===== src/rtl/vend_pkg.sv =====
// Shared types and helpers for the multi-item vending controller.
package vend_pkg;

  typedef enum logic [1:0] {
    ST_IDLE   = 2'd0,
    ST_CREDIT = 2'd1,
    ST_VEND   = 2'd2,
    ST_CHANGE = 2'd3
  } vend_state_t;

  // Coin-return actuator codes
  localparam logic [1:0] CHG_50 = 2'd0;
  localparam logic [1:0] CHG_25 = 2'd1;
  localparam logic [1:0] CHG_10 = 2'd2;
  localparam logic [1:0] CHG_5  = 2'd3;

  // Coin values in cents
  localparam logic [7:0] VAL_50 = 8'd50;
  localparam logic [7:0] VAL_25 = 8'd25;
  localparam logic [7:0] VAL_10 = 8'd10;
  localparam logic [7:0] VAL_5  = 8'd5;

  // Largest coin that still fits in the remaining amount
  function automatic logic [1:0] greedy_coin(input logic [31:0] amount);
    logic [1:0] code;
    if (amount >= 32'd50) begin
      code = CHG_50;
    end else if (amount >= 32'd25) begin
      code = CHG_25;
    end else if (amount >= 32'd10) begin
      code = CHG_10;
    end else begin
      code = CHG_5;
    end
    return code;
  endfunction

  // Cent value of a coin-return code
  function automatic logic [7:0] coin_value(input logic [1:0] code);
    logic [7:0] val;
    case (code)
      CHG_50:  val = VAL_50;
      CHG_25:  val = VAL_25;
      CHG_10:  val = VAL_10;
      default: val = VAL_5;
    endcase
    return val;
  endfunction

endpackage


===== src/rtl/vend_change_disp.sv =====
// Change dispenser: holds the amount still owed and pays it out one coin
// at a time over a valid/ready handshake, largest coin first.
module vend_change_disp
  import vend_pkg::*;
#(
  parameter int VAL_W = 12
) (
  input  logic             clk,
  input  logic             rst_n,
  input  logic             load,
  input  logic [VAL_W-1:0] load_val,
  input  logic             chg_ready,
  output logic             chg_valid,
  output logic [1:0]       chg_coin,
  output logic             done
);

  localparam logic [VAL_W-1:0] ZERO = {VAL_W{1'b0}};

  logic [VAL_W-1:0] change_r;
  logic [VAL_W-1:0] change_nx_s;
  logic             valid_r;
  logic [1:0]       coin_r;
  logic             done_r;

  // Remaining change after this cycle: a new load wins over a payout
  always_comb begin
    change_nx_s = change_r;
    if (load) begin
      change_nx_s = load_val;
    end else if (valid_r && chg_ready) begin
      change_nx_s = change_r - VAL_W'(coin_value(coin_r));
    end else begin
      change_nx_s = change_r;
    end
  end

  // Register the amount plus the coin offer derived from it, so the
  // offer is stable until accepted and the next coin follows one cycle later
  always_ff @(posedge clk or negedge rst_n) begin
    if (!rst_n) begin
      change_r <= ZERO;
      valid_r  <= 1'b0;
      coin_r   <= CHG_50;
      done_r   <= 1'b1;
    end else begin
      change_r <= change_nx_s;
      valid_r  <= (change_nx_s != ZERO);
      coin_r   <= greedy_coin(32'(change_nx_s));
      done_r   <= (change_nx_s == ZERO);
    end
  end

  assign chg_valid = valid_r;
  assign chg_coin  = coin_r;
  assign done      = done_r;

endmodule


===== src/rtl/vend_ctrl_multi.sv =====
// Multi-item vending controller: price table, per-item stock, credit
// ceiling, inactivity refund and coin-by-coin change payout.
module vend_ctrl_multi
  import vend_pkg::*;
#(
  parameter int N_ITEMS     = 4,
  parameter int VAL_W       = 12,
  parameter int STOCK_W     = 4,
  parameter int CREDIT_MAX  = 995,
  parameter int TIMEOUT_CYC = 500_000_000,
  localparam int SEL_W      = $clog2(N_ITEMS)
) (
  input  logic                     clk,
  input  logic                     rst_n,
  input  logic [SEL_W-1:0]         sel,
  input  logic [N_ITEMS*VAL_W-1:0] price_tbl,
  input  logic                     coin_50,
  input  logic                     coin_25,
  input  logic                     coin_10,
  input  logic                     cancel,
  input  logic                     confirm,
  input  logic                     restock,
  input  logic                     chg_ready,
  output logic [VAL_W-1:0]         display_val,
  output logic                     led_purchase,
  output logic                     led_insuff,
  output logic                     led_soldout,
  output logic                     coin_reject,
  output logic                     vend_valid,
  output logic [SEL_W-1:0]         vend_item,
  output logic                     chg_valid,
  output logic [1:0]               chg_coin,
  output logic                     busy
);

  localparam int               TMO_W      = $clog2(TIMEOUT_CYC + 1);
  localparam logic [TMO_W-1:0] TMO_RELOAD = TMO_W'(TIMEOUT_CYC - 1);
  localparam logic [TMO_W-1:0] TMO_ZERO   = {TMO_W{1'b0}};
  localparam logic [TMO_W-1:0] TMO_ONE    = TMO_W'(1);
  localparam logic [VAL_W-1:0] VAL_ZERO   = {VAL_W{1'b0}};
  localparam logic [VAL_W-1:0] CREDIT_CAP = VAL_W'(CREDIT_MAX);
  localparam logic [STOCK_W-1:0] STOCK_FULL = {STOCK_W{1'b1}};
  localparam logic [STOCK_W-1:0] STOCK_ZERO = {STOCK_W{1'b0}};
  localparam logic [STOCK_W-1:0] STOCK_ONE  = STOCK_W'(1);

  vend_state_t      state_r, state_nx_s;
  logic [VAL_W-1:0] credit_r, credit_nx_s, credit_add_s;
  logic [VAL_W-1:0] pend_r, pend_nx_s;
  logic [SEL_W-1:0] item_r, item_nx_s, sel_q_r;
  logic [TMO_W-1:0] tmo_r, tmo_nx_s;
  logic [STOCK_W-1:0] stock_r [N_ITEMS];

  logic [VAL_W-1:0] display_r, display_nx_s;
  logic             insuff_r, insuff_nx_s;
  logic             soldout_r, soldout_nx_s;
  logic             purchase_r, purchase_nx_s;
  logic             reject_r, reject_nx_s;
  logic             vend_valid_r, vend_valid_nx_s;
  logic [SEL_W-1:0] vend_item_r, vend_item_nx_s;
  logic             busy_r;

  logic [VAL_W-1:0] price_sel_s, coin_val_s, coin_sum_s, load_val_s;
  logic             coin_any_s, coin_fit_s, coin_ok_s, pulse_any_s;
  logic             stock_zero_s, stock_dec_s, restock_s, load_s, chg_done_s;

  assign price_sel_s  = price_tbl[sel*VAL_W +: VAL_W];
  assign coin_any_s   = coin_50 | coin_25 | coin_10;
  assign pulse_any_s  = coin_any_s | cancel | confirm | restock;
  assign coin_sum_s   = credit_r + coin_val_s;
  assign coin_fit_s   = (coin_sum_s <= CREDIT_CAP);
  assign coin_ok_s    = coin_any_s & coin_fit_s;
  assign credit_add_s = coin_ok_s ? coin_sum_s : credit_r;
  assign stock_zero_s = (stock_r[sel] == STOCK_ZERO);

  // Highest-value coin wins when several pulse together
  always_comb begin
    coin_val_s = VAL_W'(VAL_10);
    if (coin_50) begin
      coin_val_s = VAL_W'(VAL_50);
    end else if (coin_25) begin
      coin_val_s = VAL_W'(VAL_25);
    end else begin
      coin_val_s = VAL_W'(VAL_10);
    end
  end

  // Controller next-state and next-output decode
  always_comb begin
    state_nx_s      = state_r;
    credit_nx_s     = credit_r;
    pend_nx_s       = pend_r;
    item_nx_s       = item_r;
    tmo_nx_s        = tmo_r;
    insuff_nx_s     = (sel != sel_q_r) ? 1'b0 : insuff_r;
    soldout_nx_s    = (sel != sel_q_r) ? 1'b0 : soldout_r;
    purchase_nx_s   = purchase_r;
    reject_nx_s     = 1'b0;
    vend_valid_nx_s = 1'b0;
    vend_item_nx_s  = vend_item_r;
    stock_dec_s     = 1'b0;
    restock_s       = 1'b0;
    load_s          = 1'b0;
    load_val_s      = credit_add_s;

    case (state_r)
      ST_IDLE: begin
        tmo_nx_s    = TMO_RELOAD;
        credit_nx_s = VAL_ZERO;
        reject_nx_s = coin_any_s & ~coin_fit_s;
        restock_s   = restock;
        if (coin_ok_s) begin
          credit_nx_s  = coin_sum_s;
          insuff_nx_s  = 1'b0;
          soldout_nx_s = 1'b0;
          state_nx_s   = ST_CREDIT;
        end else if (confirm) begin
          insuff_nx_s = 1'b1;
        end else begin
          state_nx_s = ST_IDLE;
        end
      end

      ST_CREDIT: begin
        credit_nx_s = credit_add_s;
        reject_nx_s = coin_any_s & ~coin_fit_s;
        if (coin_ok_s) begin
          insuff_nx_s  = 1'b0;
          soldout_nx_s = 1'b0;
        end else begin
          state_nx_s = ST_CREDIT;
        end
        if (pulse_any_s) begin
          tmo_nx_s = TMO_RELOAD;
        end else if (tmo_r != TMO_ZERO) begin
          tmo_nx_s = tmo_r - TMO_ONE;
        end else begin
          tmo_nx_s = tmo_r;
        end
        // Cancel beats confirm; a silent expired timer is an implicit cancel
        if (cancel || (!pulse_any_s && (tmo_r == TMO_ZERO))) begin
          insuff_nx_s  = 1'b0;
          soldout_nx_s = 1'b0;
          load_s       = 1'b1;
          load_val_s   = credit_add_s;
          credit_nx_s  = VAL_ZERO;
          state_nx_s   = ST_CHANGE;
        end else if (confirm) begin
          // Purchase decision uses the credit held before any same-cycle coin
          if (stock_zero_s) begin
            soldout_nx_s = 1'b1;
          end else if (credit_r < price_sel_s) begin
            insuff_nx_s = 1'b1;
          end else begin
            item_nx_s   = sel;
            pend_nx_s   = credit_add_s - price_sel_s;
            stock_dec_s = 1'b1;
            credit_nx_s = VAL_ZERO;
            state_nx_s  = ST_VEND;
          end
        end else begin
          state_nx_s = ST_CREDIT;
        end
      end

      ST_VEND: begin
        vend_valid_nx_s = 1'b1;
        vend_item_nx_s  = item_r;
        purchase_nx_s   = 1'b1;
        load_s          = 1'b1;
        load_val_s      = pend_r;
        pend_nx_s       = VAL_ZERO;
        state_nx_s      = ST_CHANGE;
      end

      ST_CHANGE: begin
        if (chg_done_s) begin
          purchase_nx_s = 1'b0;
          state_nx_s    = ST_IDLE;
        end else begin
          state_nx_s = ST_CHANGE;
        end
      end

      default: begin
        credit_nx_s = VAL_ZERO;
        state_nx_s  = ST_IDLE;
      end
    endcase

    display_nx_s = (state_nx_s == ST_IDLE) ? price_sel_s : credit_nx_s;
  end

  // Controller state and registered outputs
  always_ff @(posedge clk or negedge rst_n) begin
    if (!rst_n) begin
      state_r      <= ST_IDLE;
      credit_r     <= VAL_ZERO;
      pend_r       <= VAL_ZERO;
      item_r       <= {SEL_W{1'b0}};
      sel_q_r      <= {SEL_W{1'b0}};
      tmo_r        <= TMO_RELOAD;
      display_r    <= VAL_ZERO;
      insuff_r     <= 1'b0;
      soldout_r    <= 1'b0;
      purchase_r   <= 1'b0;
      reject_r     <= 1'b0;
      vend_valid_r <= 1'b0;
      vend_item_r  <= {SEL_W{1'b0}};
      busy_r       <= 1'b0;
    end else begin
      state_r      <= state_nx_s;
      credit_r     <= credit_nx_s;
      pend_r       <= pend_nx_s;
      item_r       <= item_nx_s;
      sel_q_r      <= sel;
      tmo_r        <= tmo_nx_s;
      display_r    <= display_nx_s;
      insuff_r     <= insuff_nx_s;
      soldout_r    <= soldout_nx_s;
      purchase_r   <= purchase_nx_s;
      reject_r     <= reject_nx_s;
      vend_valid_r <= vend_valid_nx_s;
      vend_item_r  <= vend_item_nx_s;
      busy_r       <= (state_nx_s != ST_IDLE);
    end
  end

  // Per-item stock: restock refills the selected item, a vend takes one
  always_ff @(posedge clk or negedge rst_n) begin
    if (!rst_n) begin
      for (int i = 0; i < N_ITEMS; i++) begin
        stock_r[i] <= STOCK_FULL;
      end
    end else if (restock_s) begin
      stock_r[sel] <= STOCK_FULL;
    end else if (stock_dec_s) begin
      stock_r[sel] <= stock_r[sel] - STOCK_ONE;
    end
  end

  vend_change_disp #(.VAL_W(VAL_W)) u_change (
    .clk       (clk),
    .rst_n     (rst_n),
    .load      (load_s),
    .load_val  (load_val_s),
    .chg_ready (chg_ready),
    .chg_valid (chg_valid),
    .chg_coin  (chg_coin),
    .done      (chg_done_s)
  );

  assign display_val  = display_r;
  assign led_purchase = purchase_r;
  assign led_insuff   = insuff_r;
  assign led_soldout  = soldout_r;
  assign coin_reject  = reject_r;
  assign vend_valid   = vend_valid_r;
  assign vend_item    = vend_item_r;
  assign busy         = busy_r;

endmodule

===== config.mk =====
export PLATFORM = sky130hd
export DESIGN_NAME = vend_ctrl_multi
export DESIGN_NICKNAME = d
export VERILOG_FILES = /design/src/rtl/vend_pkg.sv /design/src/rtl/vend_change_disp.sv /design/src/rtl/vend_ctrl_multi.sv
export SDC_FILE = /design/constraint.sdc
export NUM_CORES = 1
export LEC_CHECK = 0
export ABC_CLOCK_PERIOD_IN_PS = 5000
export BUFFER_PORTS_ARGS = -buffer_cell sky130_fd_sc_hd__buf_4
export CORE_MARGIN = 1.5
export CORE_UTILIZATION = 26
export CTS_CLUSTER_DIAMETER = 30
export DETAILED_ROUTE_END_ITERATION = 12
export PLACE_DENSITY = 0.47
export SYNTH_ARGS = -nofsm -noshare
export SYNTH_HDL_FRONTEND = slang
export SYNTH_SLANG_ARGS = --single-unit
export TNS_END_PERCENT = 50

===== constraint.sdc =====
create_clock -name clk -period 5 [get_ports clk]
set_input_delay 0.5 -clock clk [delete_from_list [all_inputs] [get_ports clk]]
set_output_delay 0.5 -clock clk [all_outputs]
set_load 0.02 [all_outputs]

# After elaboration in Yosys (flattened, before gate mapping)

Index checks and enable logic that the tools add are counted.

Word-level logic and storage cells: 155
Output and inout bits: 23
Bits of input ports: 59
Register bits after elaboration: 111

Shift-type cells: 1
Eq/ne operators: 12
Multipliers: 1
Bitwise logic cells: 13
Reduce and logical (&&, ||, !) cells: 23
Add/sub/neg operators: 5
Mux-type cells: 71
Order comparisons: 7

Operator list:

| operator                | number |
|---|---|
| $mux W12                | 15 |
| $mux W29                | 2 |
| $pmux W29 S2            | 1 |
| $pmux W12 S2            | 2 |
| $shiftx A48 B7 Y12      | 1 |
| $mux W16                | 2 |
| $logic_not A29 Y1       | 1 |
| $reduce_bool A29 Y1     | 1 |
| $sub A29 B1 Y29 const B | 1 |
| $mux W1                 | 24 |
| $mux W2                 | 10 |
| $pmux W6 S3             | 1 |
| $bwmux W16              | 1 |
| $mux W8                 | 2 |
| $or A16 B16 Y16         | 1 |
| $add A12 B12 Y12        | 1 |
| $ge A12 B4 Y1 const B   | 1 |
| $ge A12 B5 Y1 const B   | 1 |
| $ge A12 B6 Y1 const B   | 1 |
| $le A12 B10 Y1 const B  | 1 |
| $logic_not A12 Y1       | 1 |
| $lt A12 B12 Y1          | 1 |
| $mux W4                 | 3 |
| $reduce_bool A12 Y1     | 1 |
| other kinds (30)        | 57 |

# Logic depth before layout (Yosys ltp)

Gate-level depths: netlist of the first run.

Depth after elaboration: 18
Gate-level depth with buffers: 23
Depth with buffers taken out: 21

# Modules after synthesis

A second synthesis of the first run with hierarchy kept.

Cells, all modules: 755
Area total of the unflattened synthesis: 7430.9 µm²

Modules (own cells, without submodules):

| module           | area an instance (µm²) | sequential area each (µm²) | cells each | instances |
|---|---|---|---|---|
| vend_ctrl_multi  | 6213.5                 | 2422.3                     | 624        | 1 |
| vend_change_disp | 1217.4                 | 401.6                      | 131        | 1 |

# Least setup slack after synthesis of the first run

No wires, ideal clock.

Path kind: in2reg
Start point: in coin_50
End point: reg pend_r[11]
Buffers on the path: 1
Library setup time: 95 ps
Arrival: 4947 ps
Data required time: 4905 ps
Cell stages on the path: 21
Setup slack: -43 ps
Path through: inv_1 nand2_1 inv_1 ha_1 fa_1 clkbuf_1 and3_1 o211ai_1 o21ai_0 or2_2 a211oi_2 mux2_2 ha_1 a21oi_1 nor2b_1 o21ai_0 o21ai_0 o41ai_1 mux2i_1 nor2_1 o31ai_1

Longest elaborated chain between the ends: 11
Elaborated cells on any way between the ends: 21
Those cells by class: add/sub: 2; order compare: 1; eq/ne: 1; mux: 7; bitwise: 6; reduce/logical: 4

Ends and longest elaborated chain:

| what                 | line                   | source |
|---|---|---|
| start, declared      | vend_ctrl_multi.sv:17  | `input logic coin_50,` |
| $mux W12             | vend_ctrl_multi.sv:78  | `if (coin_50) begin` |
| $add A12 B12 Y12     | vend_ctrl_multi.sv:69  | `assign coin_sum_s = credit_r + coin_val_s;` |
| $le A12 B10 Y1       | vend_ctrl_multi.sv:70  | `assign coin_fit_s = (coin_sum_s <= CREDIT_CAP);` |
| $and A1 B1 Y1        | vend_ctrl_multi.sv:71  | `assign coin_ok_s = coin_any_s & coin_fit_s;` |
| $mux W12             | vend_ctrl_multi.sv:72  | `assign credit_add_s = coin_ok_s ? coin_sum_s : credit_r;` |
| $sub A12 B12 Y12     | vend_ctrl_multi.sv:155 | `pend_nx_s = credit_add_s - price_sel_s;` |
| $mux W12             | vend_ctrl_multi.sv:151 | `end else if (credit_r < price_sel_s) begin` |
| $mux W12             | vend_ctrl_multi.sv:149 | `if (stock_zero_s) begin` |
| $mux W12             | vend_ctrl_multi.sv:147 | `end else if (confirm) begin` |
| $mux W12             | vend_ctrl_multi.sv:140 | `if (cancel \|\| (!pulse_any_s && (tmo_r == TMO_ZERO))) begin` |
| $pmux W12 S2         | vend_ctrl_multi.sv:105 | `case (state_r)` |
| end signal, assigned | vend_ctrl_multi.sv:213 | `pend_r <= pend_nx_s;` |
| end, declared        | vend_ctrl_multi.sv:48  | `logic [VAL_W-1:0] pend_r, pend_nx_s;` |

Parallel ways exist; a longest one is shown, timed or not. The select of a mux whose other input is x is not followed.
A chain may end at the register's enable or synchronous reset.

# Worst setup path in the final report of the first run

Same ends and word-level chain as after synthesis.

==> results of run 1 <==
per-stage QoR:
stage               power (mW)  util, %  hold WS (ns)  TNS (ns)
floorplan                3.069        -        0.2044         0
global placement         3.837    30.76        0.4755         0
detailed placement       3.832    30.76        0.4764  -0.06429
CTS                      4.649    31.94        0.3238         0
global route             4.977    32.11        0.3615         0
finish                   4.603    32.11        0.2923         0
path summary, 6_finish.rpt:
path | startpoint | cells after the start | slack [ns] | end
worst max-delay path | coin_50 | 21 | 0.36 | pend_r[11]
worst min-delay path | rst_n | 1 | 0.29 | led_soldout
worst max register to register | credit_r[0] | 20 | 0.40 | pend_r[11]
worst min register to register | tmo_r[28] | 2 | 0.49 | tmo_r[28]
max in group asynchronous | rst_n | 2 | 3.63 | credit_r[7]
min in group clk | confirm | 3 | 0.44 | led_soldout
worst max-delay path, stage by stage:
cell and delay (ns):
buf_4 0.13, or2_2 0.30, ha_1 0.40, a21o_1 0.21, a221oi_1 0.44, xor2_1 0.14, a31o_2 0.32, o211ai_4 0.12
mux2_2 0.38, ha_1 0.27, nor2b_1 0.12, o21ai_0 0.17, nand2b_1 0.14, inv_1 0.07, a2111oi_0 0.09, buf_4 0.18
o41ai_1 0.30, buf_4 0.18, mux2i_1 0.17, nor2_1 0.07, o31ai_1 0.22
kinds of logic (layout without fill, tap and decap cells):
group                    Yosys count  count (layout)  synth area share, %
buffers and inverters             77             177                3.971
flip-flops                       111             111                38.14
adder cells (fa/ha/maj)           45              45                7.909
XOR/XNOR                          39              39                4.614
AO/OA/AOI/OAI                    203             203                19.64
multiplexers                      46              46                9.109
AND/OR/NAND/NOR                  233             233                16.61
layer usage:
| layer | routed length, um | GRT usage, % |
|---|---|---|
| met1 | 10290 | 20.59 |
| met4 | 402 | 4.726 |
| met3 | 772 | 2.623 |
| met5 | 0 | 0 |
| met2 | 8553 | 20.86 |
sequential cells by signal, summed over array words and instances (netlist names), 2 cells and up:
name / cells
sel_q_r: 2
display_val: 12
state_r: 2
item_r: 2
u_change.change_r: 12
credit_r: 12
pend_r: 12
tmo_r: 29
vend_item: 2
stock_r: 16
u_change.chg_coin: 2
area by class of cell:
type	count	share of cell area, %
Tap cell	378	5.273
Timing Repair Buffer	116	9.710
Clock inverter	2	0.1535
Sequential cell	111	31.49
Clock buffer	14	3.530
Inverter	45	1.883
Multi-Input combinational cell	566	47.96
repair_timing:
| item | in CTS | in global routing |
|---|---|---|
| setup endpoints to repair | 0 | 1 |
| buffers inserted | 0 | 5 |
| gates resized for setup | 0 | 3 |
report_power, final:
part | switching (mW) | internal [mW]
clock network | 0.345 | 0.442
logic | 1.39 | 1.07
registers | 0.181 | 1.17
cells in the mapped netlist, types with 4 or more instances:
master	number	share of area [%]
xor2_1	16	1.9
a211oi_1	5	0.51
nor3b_1	4	0.41
ha_1	42	7.1
nand2b_1	10	0.85
o22ai_1	7	0.59
a22o_1	9	1.1
or3_1	8	0.68
dfstp_2	37	13
o31ai_1	13	1.3
o21a_1	7	0.71
mux2_1	5	0.76
nand2_1	55	2.8
nor2_1	47	2.4
dfrtp_1	74	25
mux2_2	16	2.4
a31oi_1	7	0.59
xnor2_1	23	2.7
or2_2	7	0.59
a21oi_1	38	2.6
and3_1	9	0.76
inv_1	45	2.3
nor3_1	19	1.3
mux4_2	15	4.6
o2bb2ai_1	4	0.47
nand3_1	19	1.3
a311oi_1	4	0.47
o21ai_0	40	2.7
clkbuf_1	25	1.3
nand4_1	10	0.85
a21o_1	10	1.0
nor4_1	5	0.42
mux2i_1	10	1.4
and2_1	7	0.59
o22a_1	12	1.4
or4_1	6	0.61
o32a_1	4	0.54
nor2b_1	7	0.59
o211ai_1	9	0.91
==> results.md, run 1 <==
Routing:
- The detailed router's first-iteration violation count is 371.
- The final routed wire length divided by cell count is 16.25 um.
- The number of DRC violations after detailed routing is 0.
- The remaining antenna violation count after routing is 0.
- Wires add up to 20,020 um.
- The count of TritonRoute iterations in the first routing pass is 5.
- After detailed routing, the number of vias per cell comes to 4.886.
- The via count is 6,019.

Clock network:
- The H-tree level count is 3.
- Clock tree synthesis inserted a total of 9 buffers.
- The root buffer cell is clkbuf_16.
- The clock reaches the later pin of the worst-skew pair after 0.36 ns.
- TritonCTS built the clock tree.
- The clock passes through at most 2 buffers.
- The CTS sink count is 111.
- The post-cts hold buffer count is 0.
- The post-CTS clock slew at the launch and capture registers of the worst setup and hold paths is 0.07 ns.

Power:
- VDD sags by at most 0.0001843 V.
- The power density normalized to cell area is 513.2 nW/um2.
- Summed over all cells, the static leakage comes to 3.886 nW.

Synthesis:
- Counting every instance in the synthesized netlist gives 754.
- In the synthesized netlist the async set-or-reset flop fraction comes to 100.0%.
- During synthesis, Yosys emitted a total of 0 warnings.
- Synthesis produced a netlist with a net count of 858.
- The number of enable-type register cells in the synthesized netlist is 0.
- The synthesis-stage register bit count is 111.
- Among all flip-flop cells after synthesis, the most frequent one is dfrtp_1.
- The count of cell types in the netlist is 76.
- The sequential fraction of the synthesis area is 38.14%.
- The post-synthesis average cell area is 9.819 um2.
- The post-synthesis instance area is 7403 um2.

Placement:
- The number of placed instances, taps included, is 1,211.
- The congestion estimate from routability-driven global placement came to 0.8894.
- The number of buffers added on ports is 81.
- The HPWL after detailed placement is 15,180 um.
- The post-detailed-placement cell area is 8592 um2.
- The worst setup timing slack at the placement stage is -0.06429 ns.

Timing:
- The maximum operating frequency is 215.4 MHz.
- The number of hold-slack violations in the final timing report was 0.
- Setup repair after global routing left no endpoint under its margin.
- The setup violation total in the final timing report is 0.
- The number of max-slew violations in the final report is 0.
- The worst clock skew is 0.01233 ns.
- In the finished design, the share of the clock period the worst path needs comes to 92.84%.
- The final period demand of the worst path is 4.642 ns.
- In this run the tightest slew margin relative to its limit is 37.41%.
- At the pin with the least slew margin, the transition time is 0.9389 ns.
- Once routing completed, OpenROAD measured the worst setup slack at 0.3582 ns.

Cells and area:
- Leaving out fill and tap cells, the most frequent cells in the layout are buf_4, dfrtp_1, nand2_1.
- Leaving out fill and tap cells, the most frequent cell in the layout is buf_4.
- The non-filler instance count after layout is 1,232.
- Relative to the synthesized area, the layout overhead comes to 21.14%.
- Summing all multi-input logic gate instances after layout gives 4302 um2.
- The repair_antennas step left the layout with diodes totalling 0.
- Across the whole layout, storage elements account for 2824 um2.
- The final net count is 953.
- The post-route netlist has 26.81% of its cells at a drive strength greater than 1.
- Fill cells in the final layout number 2,975.
- The finished cells cover 8969 um2.

GRT:
- The total global-route track usage is 14.14%.
- The remaining global-route overflow is 0.
- The via count of the first global-routing pass was 5,825.
- The first global-routing pass estimated 32,400 um of wire.
- Entering global routing, the biggest net connects 73 pins.
- The number of antenna violations at the first check in global routing was 0.

Floorplan:
- The horizontal die dimension is 171.7 um.
- The die covers 29,500 um2.
- For this configuration, the core starts out at a cell density of 26.50%.
- The number of core rows is 61.
- Measured along the y axis, the die boundary spans 171.7 um.
- The number of top-level pins is 82.
- The floorplan step defined a core boundary enclosing 27,930 um2.

Critical path:
- STA classifies the critical path endpoint as a flop.
- The required time of the critical path is 5.27 ns.
- The type of the worst setup path is primary input to flop.
- Of all nets on the critical path, the largest fanout is 8.
- STA classifies the critical path startpoint as a primary input.
- The data arrival time of the worst path is 4.91 ns.

Worst hold path:
- The path class of the tightest hold or removal check is primary input to async pin.

Run status:
- The run finished with clean final reports.

Flow run:
- The tool flagged a number of max-cap violations equal to 0.
(Power assumes the default switching activity.)
==> run 2: changes to the inputs <==
Settings changed: CORE_ASPECT_RATIO set to 2.
==> run 2 against run 1 <==
  * Clock power is 6.9% lower
  * Critical path depth is 2 lower
  * Sequential power hardly changed
  * Design area is 1.3% higher
  * Core utilization is 0.25 points higher
==> results.md, run 2 (synthesis gave the netlist of run 1 again) <==
Run status:
- The flow ran to the end, and the final reports show no timing, DRC or antenna violations.

Clock network:
- The root buffer cell chosen for the clock tree is clkbuf_16.
- Post-CTS timing repair inserted 0 buffers for setup.
- At the later pin of the worst-skew pair, clock insertion delay measures 0.37 ns.
- The CTS sink count is 111.
- In this run, post-CTS hold repair placed 0 buffers.
- After clock tree synthesis, the clock-pin slew on the worst setup and hold paths is 0.08 ns.
- The TritonCTS clock tree is built.
- The clock passes through at most 2 buffers.
- The total clock buffers created by CTS is 9.
- The H-tree generated during clock tree synthesis spans 3 levels.
- In this run, post-CTS repair resized a total of 0 instances.

Critical path:
- The worst-case reg-to-reg path depth is 19.
- The worst flop-to-flop path endpoint is pend_r[11].
- The setup slack on the worst flop-to-flop path is 0.31 ns.
- The peak per-stage delay on the critical path is 0.42 ns.
- Of all nets on the critical path, the largest fanout is 4.
- The startpoint kind of the worst setup timing path is a flop.
- In this design, the largest share of critical-path delay is due to compound AO/OA/AOI/OAI gates.
- The critical path contains buffers and inverters numbering 2 combined.
- The worst setup path is captured at a flop.
- Traced cell by cell, the critical path runs through ha_1, fa_1, buf_4, xor2_1, a2111oi_0, a311oi_1, and2_1, a211oi_4, mux2_2, ha_1, a21oi_1, nor2b_1, o21ai_0, o21ai_0, o41ai_1, buf_4, mux2i_1, nor2_1, o31ai_1.
- The required time of the critical path is 5.28 ns.
- The worst flop-to-flop path startpoint is credit_r[0].
- Data arrives at the worst endpoint at 4.97 ns.
- The slowest library cell on the worst path is dfrtp_1.
- The type of the worst setup path is flop to flop.

Placement:
- In this run the tool buffered the top-level ports with 81 buffer cells.
- After detailed placement, the total cell area comes to 8790 um2.
- Routability-driven placement finished with a final weighted congestion of 0.9024.
- The total instance count after detailed placement is 1,219.
- Once detailed placement completed, the half-perimeter wirelength came to 17,600 um.

Cells and area:
- Relative to the synthesized area, the layout overhead comes to 22.75%.
- tmo_r holds more flip-flops than any other register.
- The library cells used most frequently in the layout, excluding fill and tap cells, are buf_4, dfrtp_1, nand2_1.
- The number of flip-flops in the largest register is 29.
- The most common library cell in the layout ignoring fill and taps is buf_4.
- The share of layout cells above drive strength 1 is 28.67%.
- The repair_antennas step left the layout with diodes totalling 0.
- Summing all non-filler instances in the final layout gives an area of 9087 um2.
- After the flow finishes, the layout carries non-filler instances totaling 1,235.
- The final net count is 978.
- The largest registers in the layout are tmo_r x29, stock_r x16.

Floorplan:
- The effective utilization at floorplan is 26.36%.
- From bottom edge to top edge, the die measures 241.6 um.
- The die covers 29,560 um2.
- The floorplan has 87 rows.
- The die is 122.3 um wide.
- 82 I/O pins were placed.
- In this run the standard cell core region covers 28,080 um2.

Routing:
- The final layout contains routed wiring with a total length of 21,890 um.
- In the routed layout, each cell is associated on average with a via count of 5.028.
- The via count is 6,210.
- Dividing the detail-routed wire length by the instance count gives 17.73 um.
- The number of DRC violations after detailed routing is 0.
- The count of TritonRoute iterations in the first routing pass is 6.
- For this block, the initial DRC count from the detailed router was 274.
- The detail route stage leaves a number of antenna-violating nets equal to 0.

Power:
- The share of total power in the clock network is 15.7%.
- The peak ir drop on the vdd network is 0.0002000 V.
- The sequential share of power is 28.8%.
- The proportion of total power due to net switching is 42.20%.
- In this run the power density over the cells is 513.5 nW/um2.
- The switching power is 1.969 mW.
- Overall power consumption after layout is estimated at 4.667 mW.
- The internal cell power is 2.697 mW.
- In this run the static leakage power is 3.982 nW.
- The logic gate share of total power is 55.5%.

GRT:
- The first global-routing pass estimated 35,160 um of wire.
- Summed over all layers, the global routing overflow is 0.
- The number of antenna violations at the first check in global routing is 0.
- The maximum number of pins on one net before global-route repair is 68.
- The total global-route track usage is 15.50%.
- The via count of the first global-routing pass is 6,565.

Timing:
- In this run the tightest slew margin relative to its limit is 41.15%.
- The setup violation total in the final timing report is 0.
- Based on the critical path, the design can be clocked at up to 213.1 MHz.
- On the final layout, the worst clock skew is 0.01022 ns.
- The number of max-slew violations in the final report is 0.
- The worst-margin pin slew is 0.8827 ns.
- The worst path in the final design needs a cycle of 4.693 ns, including I/O delays and setup.
- Setup repair after global routing could not meet its margin everywhere.
- After layout, the worst path uses 93.86% of the clock period.
- The number of hold-slack violations in the final timing report is 0.

Flow run:
- The total of max-cap violations is 0.

Worst hold path:
- The worst min-delay path class is primary input to async pin.
[run 2: power by group through the flow]
stage	registers [mW]	logic [mW]	clock network (mW)
after floorplan	1.37	1.70	0
after global routing	1.37	2.86	0.792
after detailed placement	1.36	2.61	0
final	1.34	2.59	0.733
after global placement	1.36	2.60	0
after CTS	1.35	2.62	0.769
[run 2: cell type report]
type	instances	area, um2
Timing Repair Buffer	141	1059
Multi-Input combinational cell	566	4293
Inverter	45	168.9
Tap cell	356	445.4
Sequential cell	111	2824
Clock buffer	10	239.0
Clock inverter	6	58.81
Fill cell	2999	19000
[run 2: metrics by stage]
| step | utilization [%] | setup slack (ns) | hold slack [ns] | TNS [ns] |
|---|---|---|---|---|
| final | 32.36 | 0.3069 | 0.2306 | 0 |
| after global routing | 32.36 | -0.05368 | 0.2681 | -0.05368 |
| after CTS | 32.36 | 0.2878 | 0.2392 | 0 |
| after detailed placement | 31.30 | -0.04139 | 0.4831 | -0.07135 |
| after global placement | 31.30 | 0.03389 | 0.4809 | 0 |
| after floorplan | - | 0.02461 | 0.2044 | 0 |
[run 2: worst max path at each step]
stage	startpoint	endpoint	cells past startpoint	slack [ns]
after floorplan	coin_50	pend_r[11]	21	0.02
after global placement	coin_50	pend_r[11]	20	0.03
after detailed placement	coin_50	pend_r[11]	20	-0.04
after CTS	credit_r[0]	u_change.done	15	0.29
after global routing	credit_r[0]	pend_r[11]	21	-0.05
final	credit_r[0]	pend_r[11]	19	0.31
[run 2: routing by layer]
layer | track usage [%] | wire (um)
met5 | 0 | 0
met4 | 5.780 | 509
met3 | 1.863 | 423
met2 | 31.15 | 13120
met1 | 15.49 | 7838
